--- src/rtl/tx_header_serializer.sv ---
// tx_header_serializer: latches one 54-byte Ethernet/IPv4/TCP header, optionally inserts the
// IPv4 header checksum (bytes 24-25) and streams it as 14 big-endian 32-bit words.
module tx_header_serializer #(
  parameter logic CSUM_EN = 1'b1
) (
  input  logic         clk,
  input  logic         reset,
  input  logic         hdr_valid,
  output logic         hdr_ready,
  input  logic [431:0] hdr_data,
  output logic [31:0]  tx_data,
  output logic         tx_valid,
  input  logic         tx_ready,
  output logic         tx_sop,
  output logic         tx_eop,
  output logic [1:0]   tx_empty,
  output logic [15:0]  tx_frames
);

  // state | meaning
  // IDLE  | waiting for a header, hdr_ready=1
  // CSUM  | summing the ten IPv4 halfwords, one per cycle
  // FOLD  | folding the carries and writing the checksum into the latched header
  // SEND  | streaming words 0..13, advancing on tx_valid&&tx_ready
  localparam logic [1:0] ST_IDLE = 2'd0;
  localparam logic [1:0] ST_CSUM = 2'd1;
  localparam logic [1:0] ST_FOLD = 2'd2;
  localparam logic [1:0] ST_SEND = 2'd3;

  logic [1:0]   state_q, state_d;
  logic [431:0] hdr_q, hdr_d;
  logic [19:0]  acc_q, acc_d;
  logic [3:0]   i_q, i_d;
  logic [3:0]   widx_q, widx_d;
  logic [15:0]  frames_q, frames_d;
  logic [31:0]  tx_data_q, tx_data_d;
  logic         tx_valid_q, tx_valid_d;
  logic         tx_sop_q, tx_sop_d;
  logic         tx_eop_q, tx_eop_d;
  logic [1:0]   tx_empty_q, tx_empty_d;

  logic [15:0]  half [0:9];
  logic [31:0]  word [0:13];
  logic [447:0] hdr_pad;
  logic [15:0]  addend;
  logic [16:0]  s1;
  logic [16:0]  s2;

  always_comb begin
    for (int k = 0; k < 10; k++) begin
      half[k] = hdr_q[319 - 16*k -: 16];
    end
  end

  always_comb begin
    addend = (i_q == 4'd5) ? 16'h0000 : half[i_q];
    s1     = {1'b0, acc_q[15:0]} + {13'h0000, acc_q[19:16]};
    s2     = {1'b0, s1[15:0]} + {16'h0000, s1[16]};
  end

  always_comb begin
    state_d  = state_q;
    hdr_d    = hdr_q;
    acc_d    = acc_q;
    i_d      = i_q;
    widx_d   = widx_q;
    frames_d = frames_q;
    case (state_q)
      ST_IDLE: begin
        if (hdr_valid) begin
          hdr_d   = hdr_data;
          acc_d   = '0;
          i_d     = '0;
          widx_d  = '0;
          state_d = CSUM_EN ? ST_CSUM : ST_SEND;
        end
      end
      ST_CSUM: begin
        acc_d = acc_q + {4'h0, addend};
        i_d   = i_q + 4'd1;
        if (i_q == 4'd9) begin
          state_d = ST_FOLD;
        end
      end
      ST_FOLD: begin
        hdr_d[239:224] = ~s2[15:0];
        widx_d         = '0;
        state_d        = ST_SEND;
      end
      default: begin
        if (tx_valid_q && tx_ready) begin
          if (widx_q == 4'd13) begin
            frames_d = frames_q + 16'd1;
            state_d  = ST_IDLE;
          end else begin
            widx_d = widx_q + 4'd1;
          end
        end
      end
    endcase
  end

  // Padding the header by two zero bytes makes word 13 a regular slice with [15:0]=0.
  always_comb begin
    hdr_pad = {hdr_d, 16'h0000};
    for (int k = 0; k < 14; k++) begin
      word[k] = hdr_pad[447 - 32*k -: 32];
    end
  end

  // Output registers load from next-state values so word 0 is valid on entering SEND
  // and everything holds while stalled.
  always_comb begin
    tx_valid_d = 1'b0;
    tx_data_d  = '0;
    tx_sop_d   = 1'b0;
    tx_eop_d   = 1'b0;
    tx_empty_d = '0;
    if (state_d == ST_SEND) begin
      tx_valid_d = 1'b1;
      tx_data_d  = word[widx_d];
      tx_sop_d   = (widx_d == 4'd0);
      tx_eop_d   = (widx_d == 4'd13);
      tx_empty_d = (widx_d == 4'd13) ? 2'd2 : 2'd0;
    end
  end

  always_ff @(posedge clk or posedge reset) begin
    if (reset) begin
      state_q    <= ST_IDLE;
      hdr_q      <= '0;
      acc_q      <= '0;
      i_q        <= '0;
      widx_q     <= '0;
      frames_q   <= '0;
      tx_data_q  <= '0;
      tx_valid_q <= 1'b0;
      tx_sop_q   <= 1'b0;
      tx_eop_q   <= 1'b0;
      tx_empty_q <= '0;
    end else begin
      state_q    <= state_d;
      hdr_q      <= hdr_d;
      acc_q      <= acc_d;
      i_q        <= i_d;
      widx_q     <= widx_d;
      frames_q   <= frames_d;
      tx_data_q  <= tx_data_d;
      tx_valid_q <= tx_valid_d;
      tx_sop_q   <= tx_sop_d;
      tx_eop_q   <= tx_eop_d;
      tx_empty_q <= tx_empty_d;
    end
  end

  assign hdr_ready = (state_q == ST_IDLE);
  assign tx_data   = tx_data_q;
  assign tx_valid  = tx_valid_q;
  assign tx_sop    = tx_sop_q;
  assign tx_eop    = tx_eop_q;
  assign tx_empty  = tx_empty_q;
  assign tx_frames = frames_q;

endmodule

--- config.mk ---
export PLATFORM = sky130hd
export DESIGN_NAME = tx_header_serializer
export DESIGN_NICKNAME = d
export VERILOG_FILES = /design/src/rtl/tx_header_serializer.sv
export SDC_FILE = /design/constraint.sdc
export NUM_CORES = 2
export LEC_CHECK = 0
export CAP_MARGIN = 20
export CORE_MARGIN = 10
export CORE_UTILIZATION = 48
export DETAILED_ROUTE_END_ITERATION = 7
export PLACE_DENSITY = 0.77
export RECOVER_POWER = 25
export SYNTH_ARGS = -nofsm -noshare
export SYNTH_HDL_FRONTEND = slang
export SYNTH_SLANG_ARGS = --single-unit
export TNS_END_PERCENT = 30
--- constraint.sdc ---
create_clock -name clk -period 16.6 [get_ports clk]
set_input_delay 3.32 -clock clk [delete_from_list [all_inputs] [get_ports clk]]
set_output_delay 3.32 -clock clk [all_outputs]
set_load 0.01 [all_outputs]
==> impl_metrics.yaml <==
run_status:
  status: "complete, but fails checks"
  violations: "max-capacitance violations, max-slew violations"
pwr:
  intPower_w: 0.003894
  p_clk_frac: 0.191
  combPwrFrac: 0.509
  switchingPower_w: 0.003275
  power.density_mw_per_mm2: 215.1
  p_seq_frac: 0.300
  ir_drop_mv: 0.1154
  swShare: 0.4568
  p_leak_nw: 15.93
layout:
  area_delta_synth_final_pct: 26.55
  final_layout_size_suffix_gt1_frac: 0.05532
  final_util: 0.6169
  finalNetCount: 3963
  fin_area_mm2: 0.03333
detailed_routing:
  vias_per_cell: 5.910
  drc: 0
  wl_met1_um: 40580
  first_pass_iters: 6
  drt_iter0_drc: 3093
  wl_met3_um: 14030
  via_count: 25220
  finalWirelength_um: 114900
  route.met2.wl_um: 51680
  wire_per_inst_um: 26.92
  ant_nets: 0
  top_layer: "met5"
grt:
  grt_pass1_vias: 24740
  overflow: 0
  antenna_found_initial: 37
  grt_pass1_wl_um: 165200
  track_usage: 0.3480
  grt_max_degree: 206
synth:
  synthesis.area_mm2: 0.02634
  avgSynthCellArea_um2: 8.407
  synth-edff-count: 0
  synth_seq_cells: 513
  synth_ff_type: "dfrtp_1"
  synth_nets: 3598
  async_flop_share: 1.000
  synth_cells: 3133
  synth_warnings: 0
  ys_types: 82
  yosysSeqAreaShare: 0.4874
critical_path:
  worst_r2r_endpoint: "acc_q[17]"
  end_kind: "register"
  path_buf_inv: 4
  slowest_delay_ns: 0.84
  path_class: "input pin to register"
  cp_cell_sequence: "dlygate4sd3_1 -> o21bai_1 -> nand2_1 -> mux2_2 -> inv_2 -> buf_4 -> buf_4 -> nand2_1 -> o32ai_1 -> nand2_1 -> a21oi_1"
  cp_common_cell: "nand2_1"
  reg2reg_slack_ns: 11.61
  cp_slowest_cell: "o21bai_1"
  r2r_cells: 14
  cp_max_fo: 44
  arrival_ns: 7.97
  critPathTopFamily: "buffers and inverters"
  start_kind: "input pin"
  cp.required_ns: 17.13
  r2r-start: "i_q[0]"
clock_network:
  cts_buffers: 55
  cts_tree: "built"
  clk_pin_slew_ns: 0.06
  postCtsHoldBufs: 0
  cts.path.max_buffers: 3
  cts-root-buf: "clkbuf_16"
  cts_setup_buffers: 0
  cts_resized: 0
  cts.sinks: 513
  cts_max_level: 2
  worstSkewPairLatency_ns: 0.63
timing:
  maxSlewViolCount: 28
  tightest_slew_ns: 1.807
  tns_ns: 0
  max_freq_mhz: 134.3
  skew_ns: 0.02326
  fin_crit_ns: 7.444
  rsz0062_at_grt: "no"
  whs_ns: 0.4705
  finalSetupViolations: 0
  fin_crit_sh: 0.4484
  worst_slack_ns: 9.156
  finalHoldViolations: 0
  max-slew-margin-rel: -0.2046
min_path:
  hold_start: "tx_frames[15]"
  min_to: "tx_frames[15]"
  hold_path_class: "register to register"
  holdPathStages: 1
floorplan:
  start_util: 0.4875
  die_x_um: 254.2
  fp-row-count: 85
  core_mm2: 0.05403
  ios: 490
  die-area_mm2: 0.06464
  fp.dieH_um: 254.2
placed_design:
  pre_cts_ws_ns: 8.847
  dpl.hpwl_um: 85100
  place_area_mm2: 0.03128
  port_buffers: 488
  gp_congestion: 1.052
run:
  cap_violations: 1
through the flow:
| step | std cells | power (W) |
|---|---|---|
| detailed placement | 4137 | 0.005651 |
| global placement | 4137 | 0.005619 |
| global route | 4258 | 0.007485 |
| floorplan | 3133 | 0.004374 |
| finish | 4268 | 0.007169 |
| CTS | 4239 | 0.007034 |
worst reg2reg max path, cell delays in order, from the launching register on:
cell and delay, ns:
dfrtp_2 0.57, buf_4 0.68, ha_1 0.35, nand2b_1 0.43
nand2_1 0.22, a21oi_1 0.15, ha_1 0.34, a211oi_1 0.39
o2111ai_1 0.30, a221oi_2 0.41, o21ai_0 0.21, o21a_1 0.22
o21a_1 0.21, o211ai_1 0.23, mux2i_1 0.22
worst max-delay path by stage:
stage	endpoint	startpoint	depth (start not counted)	slack, ns
floorplan	acc_q[0]	reset	1	6.31
global placement	tx_data[31]	hdr_valid	10	9.00
detailed placement	tx_data[31]	hdr_valid	10	8.85
CTS	tx_data[31]	hdr_valid	10	9.48
global route	tx_data[1]	hdr_valid	11	9.06
finish	tx_data[5]	hdr_valid	11	9.16
area by class of cell:
cell class,instances,area [um2]
fill,4752,20700
tap,696,870.8
multi-input combinational,2394,12320
clock buffer,76,1617
sequential,513,12840
timing repair buffer,518,5156
clock inverter,26,392.9
inverter,16,67.56
antenna,29,72.57
cell usage in the layout (no fill, tap or decap), drive strengths merged, types with 15 or more instances in the layout:
cell	instances
nand2	1389
dfrtp	513
clkdlybuf4s50	485
nor2	227
a21oi	105
o21ai	96
clkbuf	77
mux2i	76
nand3	73
mux4	40
xnor2	33
diode	29
nor3	29
buf	29
ha	27
a21o	26
o22a	19
o211ai	17
o32ai	17
o31a	16
a211oi	15
and3	15
registers in the layout, indices dropped and copies added, names as in the netlist:
register   cells
acc_q         20
hdr_q        432
i_q            4
state_q        2
tx_data       32
tx_empty       1
tx_frames     16
tx_sop         1
tx_valid       1
widx_q         4
layer usage:
metal / track usage / vias to the layer above
li1: - / 11090
met1: 0.4088 / 12180
met2: 0.5356 / 1617
met3: 0.1167 / 314
met4: 0.2367 / 18
met5: 0 / -
cell usage after synthesis (8+ instances only):
| cell type | instances | share of area |
|---|---|---|
| a211oi_1 | 15 | 0.0043 |
| a21o_1 | 26 | 0.0074 |
| a21oi_1 | 105 | 0.020 |
| a311oi_1 | 9 | 0.0030 |
| a31oi_1 | 10 | 0.0024 |
| and3_1 | 14 | 0.0033 |
| buf_1 | 13 | 0.0019 |
| buf_2 | 99 | 0.019 |
| buf_4 | 24 | 0.0068 |
| buf_6 | 15 | 0.0064 |
| clkbuf_1 | 58 | 0.0083 |
| dfrtp_1 | 513 | 0.49 |
| ha_1 | 27 | 0.013 |
| inv_1 | 12 | 0.0017 |
| mux2_2 | 8 | 0.0034 |
| mux2i_1 | 76 | 0.029 |
| mux4_2 | 40 | 0.034 |
| nand2_1 | 1389 | 0.20 |
| nand2b_1 | 9 | 0.0021 |
| nand3_1 | 72 | 0.014 |
| nand4_1 | 10 | 0.0024 |
| nor2_1 | 227 | 0.032 |
| nor2b_1 | 10 | 0.0024 |
| nor3_1 | 27 | 0.0051 |
| o211ai_1 | 17 | 0.0048 |
| o21ai_0 | 91 | 0.017 |
| o22a_1 | 19 | 0.0063 |
| o31a_1 | 16 | 0.0053 |
| o32ai_1 | 17 | 0.0057 |
| or3_1 | 11 | 0.0026 |
| xnor2_1 | 33 | 0.011 |
| xor2_1 | 14 | 0.0047 |
power by group through the flow:
stage	Sequential, W	Clock [W]	Combinational [W]
after detailed placement	0.00214	0	0.00351
after CTS	0.00212	0.00137	0.00354
final	0.00215	0.00137	0.00365
after global placement	0.00213	0	0.00349
after floorplan	0.00199	0	0.00238
after global routing	0.00218	0.00142	0.00388
cell families after synthesis:
family | count (synthesis) | share of synthesized area
other cells | 1 | 0.0001424
xor+xnor | 47 | 0.01563
compound gates | 394 | 0.09953
simple gates | 1799 | 0.2715
fa+ha+maj | 29 | 0.01435
buf+inv | 226 | 0.04489
flops | 513 | 0.4874
mux | 124 | 0.06651
(Power assumes the default switching activity.)
